**src/rtl/l2_cache_ctrl_nway.sv**
```systemverilog
// L2 cache control FSM: N-way set-associative, write-back, write-allocate,
// with burst DRAM transfers and saturating hit/miss/writeback statistics.
module l2_cache_ctrl_nway #(
    parameter  int WAYS   = 2,
    parameter  int BEATS  = 4,
    parameter  int CNT_W  = 16,
    localparam int WAY_W  = (WAYS > 1) ? $clog2(WAYS) : 1,
    localparam int BEAT_W = (BEATS > 1) ? $clog2(BEATS) : 1
) (
    input  logic              clk,
    input  logic              rst_n,
    input  logic              mem_read,
    input  logic              mem_write,
    output logic              mem_resp,
    input  logic              pmem_resp,
    output logic              pmem_read,
    output logic              pmem_write,
    output logic [BEAT_W-1:0] pmem_beat,
    input  logic [WAYS-1:0]   hit_vec,
    input  logic [WAYS-1:0]   valid_vec,
    input  logic [WAYS-1:0]   dirty_vec,
    input  logic [WAY_W-1:0]  lru_way,
    output logic [WAY_W-1:0]  way_sel,
    output logic              lru_set,
    output logic              tag_load,
    output logic              valid_set,
    output logic              dirty_set,
    output logic              dirty_clr,
    output logic              data_write,
    output logic              load_mux_sel,
    output logic              addr_sel,
    output logic [CNT_W-1:0]  hit_cnt,
    output logic [CNT_W-1:0]  miss_cnt,
    output logic [CNT_W-1:0]  wb_cnt
);

    typedef enum logic [1:0] {
        S_COMPARE   = 2'd0,
        S_WRITEBACK = 2'd1,
        S_ALLOCATE  = 2'd2
    } state_e;

    localparam logic [BEAT_W-1:0] LAST_BEAT = BEAT_W'(BEATS - 1);

    state_e             state_q, state_d;
    logic [WAY_W-1:0]   victim_q, victim_d;
    logic [BEAT_W-1:0]  beat_q, beat_d;
    logic [CNT_W-1:0]   hit_cnt_q, hit_cnt_d;
    logic [CNT_W-1:0]   miss_cnt_q, miss_cnt_d;
    logic [CNT_W-1:0]   wb_cnt_q, wb_cnt_d;

    logic               req;
    logic               any_hit;
    logic               any_inv;
    logic               last_beat;
    logic               victim_dirty;
    logic [WAY_W-1:0]   hit_way;
    logic [WAY_W-1:0]   inv_way;
    logic [WAY_W-1:0]   miss_way;

    function automatic logic [CNT_W-1:0] sat_inc(input logic [CNT_W-1:0] v);
        return (&v) ? v : v + CNT_W'(1);
    endfunction

    assign req       = mem_read | mem_write;
    assign any_hit   = |hit_vec;
    assign any_inv   = ~&valid_vec;
    assign last_beat = (beat_q == LAST_BEAT);
    assign miss_way  = any_inv ? inv_way : lru_way;

    // Descending scans so the lowest matching index wins.
    always_comb begin
        hit_way      = '0;
        inv_way      = '0;
        victim_dirty = 1'b0;
        for (int i = WAYS - 1; i >= 0; i--) begin
            if (hit_vec[i])    hit_way = WAY_W'(i);
            if (!valid_vec[i]) inv_way = WAY_W'(i);
        end
        for (int i = 0; i < WAYS; i++) begin
            if (WAY_W'(i) == miss_way)
                victim_dirty = valid_vec[i] & dirty_vec[i];
        end
    end

    always_comb begin
        state_d      = state_q;
        victim_d     = victim_q;
        beat_d       = beat_q;
        hit_cnt_d    = hit_cnt_q;
        miss_cnt_d   = miss_cnt_q;
        wb_cnt_d     = wb_cnt_q;
        mem_resp     = 1'b0;
        pmem_read    = 1'b0;
        pmem_write   = 1'b0;
        pmem_beat    = '0;
        way_sel      = '0;
        lru_set      = 1'b0;
        tag_load     = 1'b0;
        valid_set    = 1'b0;
        dirty_set    = 1'b0;
        dirty_clr    = 1'b0;
        data_write   = 1'b0;
        load_mux_sel = 1'b0;
        addr_sel     = 1'b0;
        unique case (state_q)
            S_COMPARE: begin
                if (req && any_hit) begin
                    way_sel   = hit_way;
                    mem_resp  = 1'b1;
                    lru_set   = 1'b1;
                    hit_cnt_d = sat_inc(hit_cnt_q);
                    if (mem_write) begin
                        data_write   = 1'b1;
                        dirty_set    = 1'b1;
                        load_mux_sel = 1'b1;
                    end
                end else if (req) begin
                    miss_cnt_d = sat_inc(miss_cnt_q);
                    victim_d   = miss_way;
                    beat_d     = '0;
                    if (victim_dirty) begin
                        state_d  = S_WRITEBACK;
                        wb_cnt_d = sat_inc(wb_cnt_q);
                    end else begin
                        state_d  = S_ALLOCATE;
                    end
                end
            end
            S_WRITEBACK: begin
                pmem_write = 1'b1;
                addr_sel   = 1'b1;
                way_sel    = victim_q;
                pmem_beat  = beat_q;
                if (pmem_resp) begin
                    beat_d = beat_q + BEAT_W'(1);
                    if (last_beat) begin
                        beat_d    = '0;
                        dirty_clr = 1'b1;
                        state_d   = S_ALLOCATE;
                    end
                end
            end
            S_ALLOCATE: begin
                pmem_read = 1'b1;
                way_sel   = victim_q;
                pmem_beat = beat_q;
                if (pmem_resp) begin
                    data_write = 1'b1;
                    beat_d     = beat_q + BEAT_W'(1);
                    if (last_beat) begin
                        tag_load  = 1'b1;
                        valid_set = 1'b1;
                        dirty_clr = 1'b1;
                        beat_d    = '0;
                        state_d   = S_COMPARE;
                    end
                end
            end
            default: begin
                state_d = S_COMPARE;
            end
        endcase
    end

    always_ff @(posedge clk or negedge rst_n) begin
        if (!rst_n) begin
            state_q    <= S_COMPARE;
            victim_q   <= '0;
            beat_q     <= '0;
            hit_cnt_q  <= '0;
            miss_cnt_q <= '0;
            wb_cnt_q   <= '0;
        end else begin
            state_q    <= state_d;
            victim_q   <= victim_d;
            beat_q     <= beat_d;
            hit_cnt_q  <= hit_cnt_d;
            miss_cnt_q <= miss_cnt_d;
            wb_cnt_q   <= wb_cnt_d;
        end
    end

    assign hit_cnt  = hit_cnt_q;
    assign miss_cnt = miss_cnt_q;
    assign wb_cnt   = wb_cnt_q;

endmodule

```
**config.mk**
```make
export PLATFORM = sky130hd
export DESIGN_NAME = l2_cache_ctrl_nway
export DESIGN_NICKNAME = d
export VERILOG_FILES = /design/src/rtl/l2_cache_ctrl_nway.sv
export SDC_FILE = /design/constraint.sdc
export NUM_CORES = 1
export LEC_CHECK = 0
export BUFFER_PORTS_ARGS = -buffer_cell sky130_fd_sc_hd__buf_2
export CAP_MARGIN = 15
export CORE_ASPECT_RATIO = 0.8
export CORE_MARGIN = 2
export CORE_UTILIZATION = 53
export CTS_CLUSTER_SIZE = 8
export DETAILED_ROUTE_END_ITERATION = 8
export PLACE_DENSITY_LB_ADDON = 0.05
export SYNTH_ARGS = -nofsm -noshare
export SYNTH_HDL_FRONTEND = slang
export SYNTH_SLANG_ARGS = --single-unit
```
**constraint.sdc**
```tcl
create_clock -name clk -period 2.12 [get_ports clk]
set_input_delay 0.318 -clock clk [delete_from_list [all_inputs] [get_ports clk]]
set_output_delay 0.318 -clock clk [all_outputs]
set_load 0.01 [all_outputs]
```
==> results by group <==
Run status
  • Outcome: complete, no violations

Drt
  • Routed vias: 2339
  • Number of remaining DRC errors: 0
  • Routed len/inst: 14.5 µm
  • WL final: 6060 µm
  • TritonRoute pass-1 iters: 4
  • DRT iter0 DRCs: 70
  • Post-DRT Antenna Nets: 0
  • Via/cell ratio: 5.61

Global routing
  • Most used routing layer: met2
  • Met1 GRT Util: 31.2%
  • Grt met2 use: 31.3%
  • First-pass GRT wire length: 10300 µm
  • Gr usage total: 21.0%
  • Remaining global-route overflow: 0
  • Vias in the first global route: 2168
  • Antenna violations before repair: 0
  • GRT met3 Usage: 4.02%
  • Largest net degree at the start of global routing: 32

Synth
  • Warnings from Yosys: 0
  • Number of synthesized flops with an enable pin: 0
  • Post-Syn Nets: 294
  • Synth top area cells: dfrtp_1 46%, xor2_1 8.1%, xnor2_1 3.6%, ha_1 3.4%, nand4_1 2.8%
  • Mean Syn Cell Area: 10.6 µm²
  • Post-synthesis sequential area ratio: 45.5%
  • Mapped Area: 2910 µm²
  • Synth Instances: 274
  • Dominant synthesized flop cell: dfrtp_1
  • Flops & latches, synth: 53
  • Synth unique cells: 55
  • Leading area contributor after synthesis: dfrtp_1
  • Asr flop ratio synth: 100%
  • Area share of the largest cell type after synthesis: 45.5%

Setup path
  • Crit Path Max Fanout: 8
  • R2R Setup Slk: 0.19 ns
  • Cell family with most CP delay: flip-flops
  • Crit Path Class: register to output pin
  • CP startpoint: state_q[1]
  • Worst path buffer plus inverter count: 2
  • WP data required: 1.80 ns
  • Worst EP arrival: 1.65 ns
  • Worst setup endpoint: way_sel
  • Worst setup EP type: output pin
  • Reg2Reg Capture Point: wb_cnt[1]
  • Worst R2R Start: state_q[1]
  • CP peak stage delay: 0.41 ns
  • Crit path cell chain: inv_1 -> ha_2 -> o21a_2 -> a32oi_1 -> nor2_1 -> buf_2
  • CP Depth: 6
  • Reg2Reg Depth: 6
  • Startpoint Class: register
  • Slowest stage cell, crit path: dfrtp_1

Clock network
  • Clock Latency Late Sink: 0.31 ns
  • H-Tree Depth: 2
  • Total CTS buffers: 5
  • Clock Root Buffer: clkbuf_8
  • Max clock buf depth: 2
  • CTS clk-pin slew, worst paths: 0.09 ns
  • TritonCTS clock tree: done
  • Clock Sink Count: 53

Cells and area
  • Layout cells sized above 1: 31.3%
  • Area grow syn2layout: 18.7%
  • Antenna diodes: 0
  • FILL cells: 453
  • Final Util: 64.3%
  • Final instance area: 3460 µm²
  • Final net count: 371

Placement
  • DP Wirelength: 4490 µm
  • Port Buffers: 73
  • Placer Congestion: 0.811
  • Dpl cell area: 3340 µm²

Timing
  • Fin Clk Skew: 0.00809 ns
  • Fin. max-slew vios: 0
  • Rel. slew slack: 52.7%
  • Setup Viol. Count Final: 0
  • Period minus WS final: 1.97 ns
  • FMAX: 0.508 GHz
  • Hold Vio Cnt, Final: 0
  • Period utilization: 92.8%
  • Tightest Pin Transition: 0.709 ns
  • RSZ-0062 raised after global routing: false
  • Setup_tns: 0 ns

Die
  • I/O pin count: 74
  • Die X: 86.9 µm
  • Die area: 6110 µm²
  • FP Rows: 24
  • Core footprint: 5380 µm²
  • Starting Density: 54.2%
  • Die Ht: 70.3 µm

Pwr
  • Peak supply drop: 0.800 mV
  • Power per cell area: 900 nW/µm²
  • Leak: 1.82 nW
  • Power, Total: 3.11 mW

Flow run
  • MaxCap Viol Count: 0

Min path
  • Hold Path Class: primary input to asynchronous set/reset pin
[timing repair]
item	in CTS	in global routing
endpoints found under the setup margin	0	11
hold buffers	0	0
buffers inserted	0	0
gates resized for setup	0	1
endpoints found under the hold margin	0	0
[per-stage QoR]
stage,hold slack (ns),setup WS (ns),instances
after global placement,0.398,0.194,409
after CTS,0.0653,0.0611,417
final,0.0488,0.153,417
after detailed placement,0.405,0.107,409
after global routing,0.105,0.0136,417
after floorplan,0.0224,0.285,274
[power breakdown]
group	total, mW	switching, mW	internal (mW)
Clock	0.720	0.335	0.386
Sequential	1.35	0.180	1.17
Combinational	1.04	0.575	0.470
Total	3.11	1.09	2.02
[kinds of logic (layout without fill, tap and decap cells)]
kind of cell	Yosys count	after routing	share of synthesized area [%]
simple gates	119	119	25.9
xor+xnor	39	39	11.7
flops	53	53	45.5
buf+inv	15	93	2.75
compound gates	33	33	8.03
fa+ha+maj	8	8	3.44
mux	7	7	2.62
[flip-flops by register name (all words and copies together), names as in the netlist]
register  cells
hit_cnt      16
miss_cnt     16
victim_q      1
beat_q        2
wb_cnt       16
state_q       2
[synth_stat cells, types with 5 or more instances]
library cell,number
nand4_1,13
inv_1,7
nand2_1,19
o21ai_0,5
xor2_1,27
xnor2_1,12
nor3_1,10
and3_1,12
nand3_1,14
nor3_2,5
dfrtp_1,53
and2_1,5
nor2_1,8
nor4_1,10
a21oi_1,5
and4_1,5
ha_1,8
[metal layers]
layer | share of wire (%) | vias to the layer above
met2 | 45 | 50
met1 | 51 | 1127
li1 | - | 1158
met3 | 3.5 | 4
met5 | 0 | -
met4 | 0.50 | 0
[worst min-delay path by stage]
stage	slack [ns]	depth (start not counted)	to	start
floorplan	0.02	0	beat_q[0]	rst_n
global placement	0.40	1	miss_cnt[10]	rst_n
detailed placement	0.41	1	miss_cnt[10]	rst_n
CTS	0.07	1	hit_cnt[0]	rst_n
global route	0.10	1	miss_cnt[13]	rst_n
finish	0.05	1	miss_cnt[11]	rst_n
[cell type report]
cell class                 count  area (µm²)  area share (%)
multi-input combinational    206        1510            43.6
sequential                    53        1330            38.4
timing repair buffer          77         395            11.4
clock buffer                   7        86.3            2.50
tap                           65        81.3            2.35
clock inverter                 1        30.0           0.868
inverter                       8        30.0           0.868
[layout by cell type, fill, tap and decap left out, types with 6 or more instances in the layout]
cell type / count
xnor2_1: 12
inv_1: 7
dfrtp_1: 53
nand3_1: 14
xor2_1: 27
nor2_1: 8
clkbuf_8: 6
nor4_1: 10
nand2_1: 19
ha_1: 7
and3_1: 12
nand4_1: 13
buf_2: 73
nor3_1: 10
Note: power is estimated with default switching activity, not from simulation.
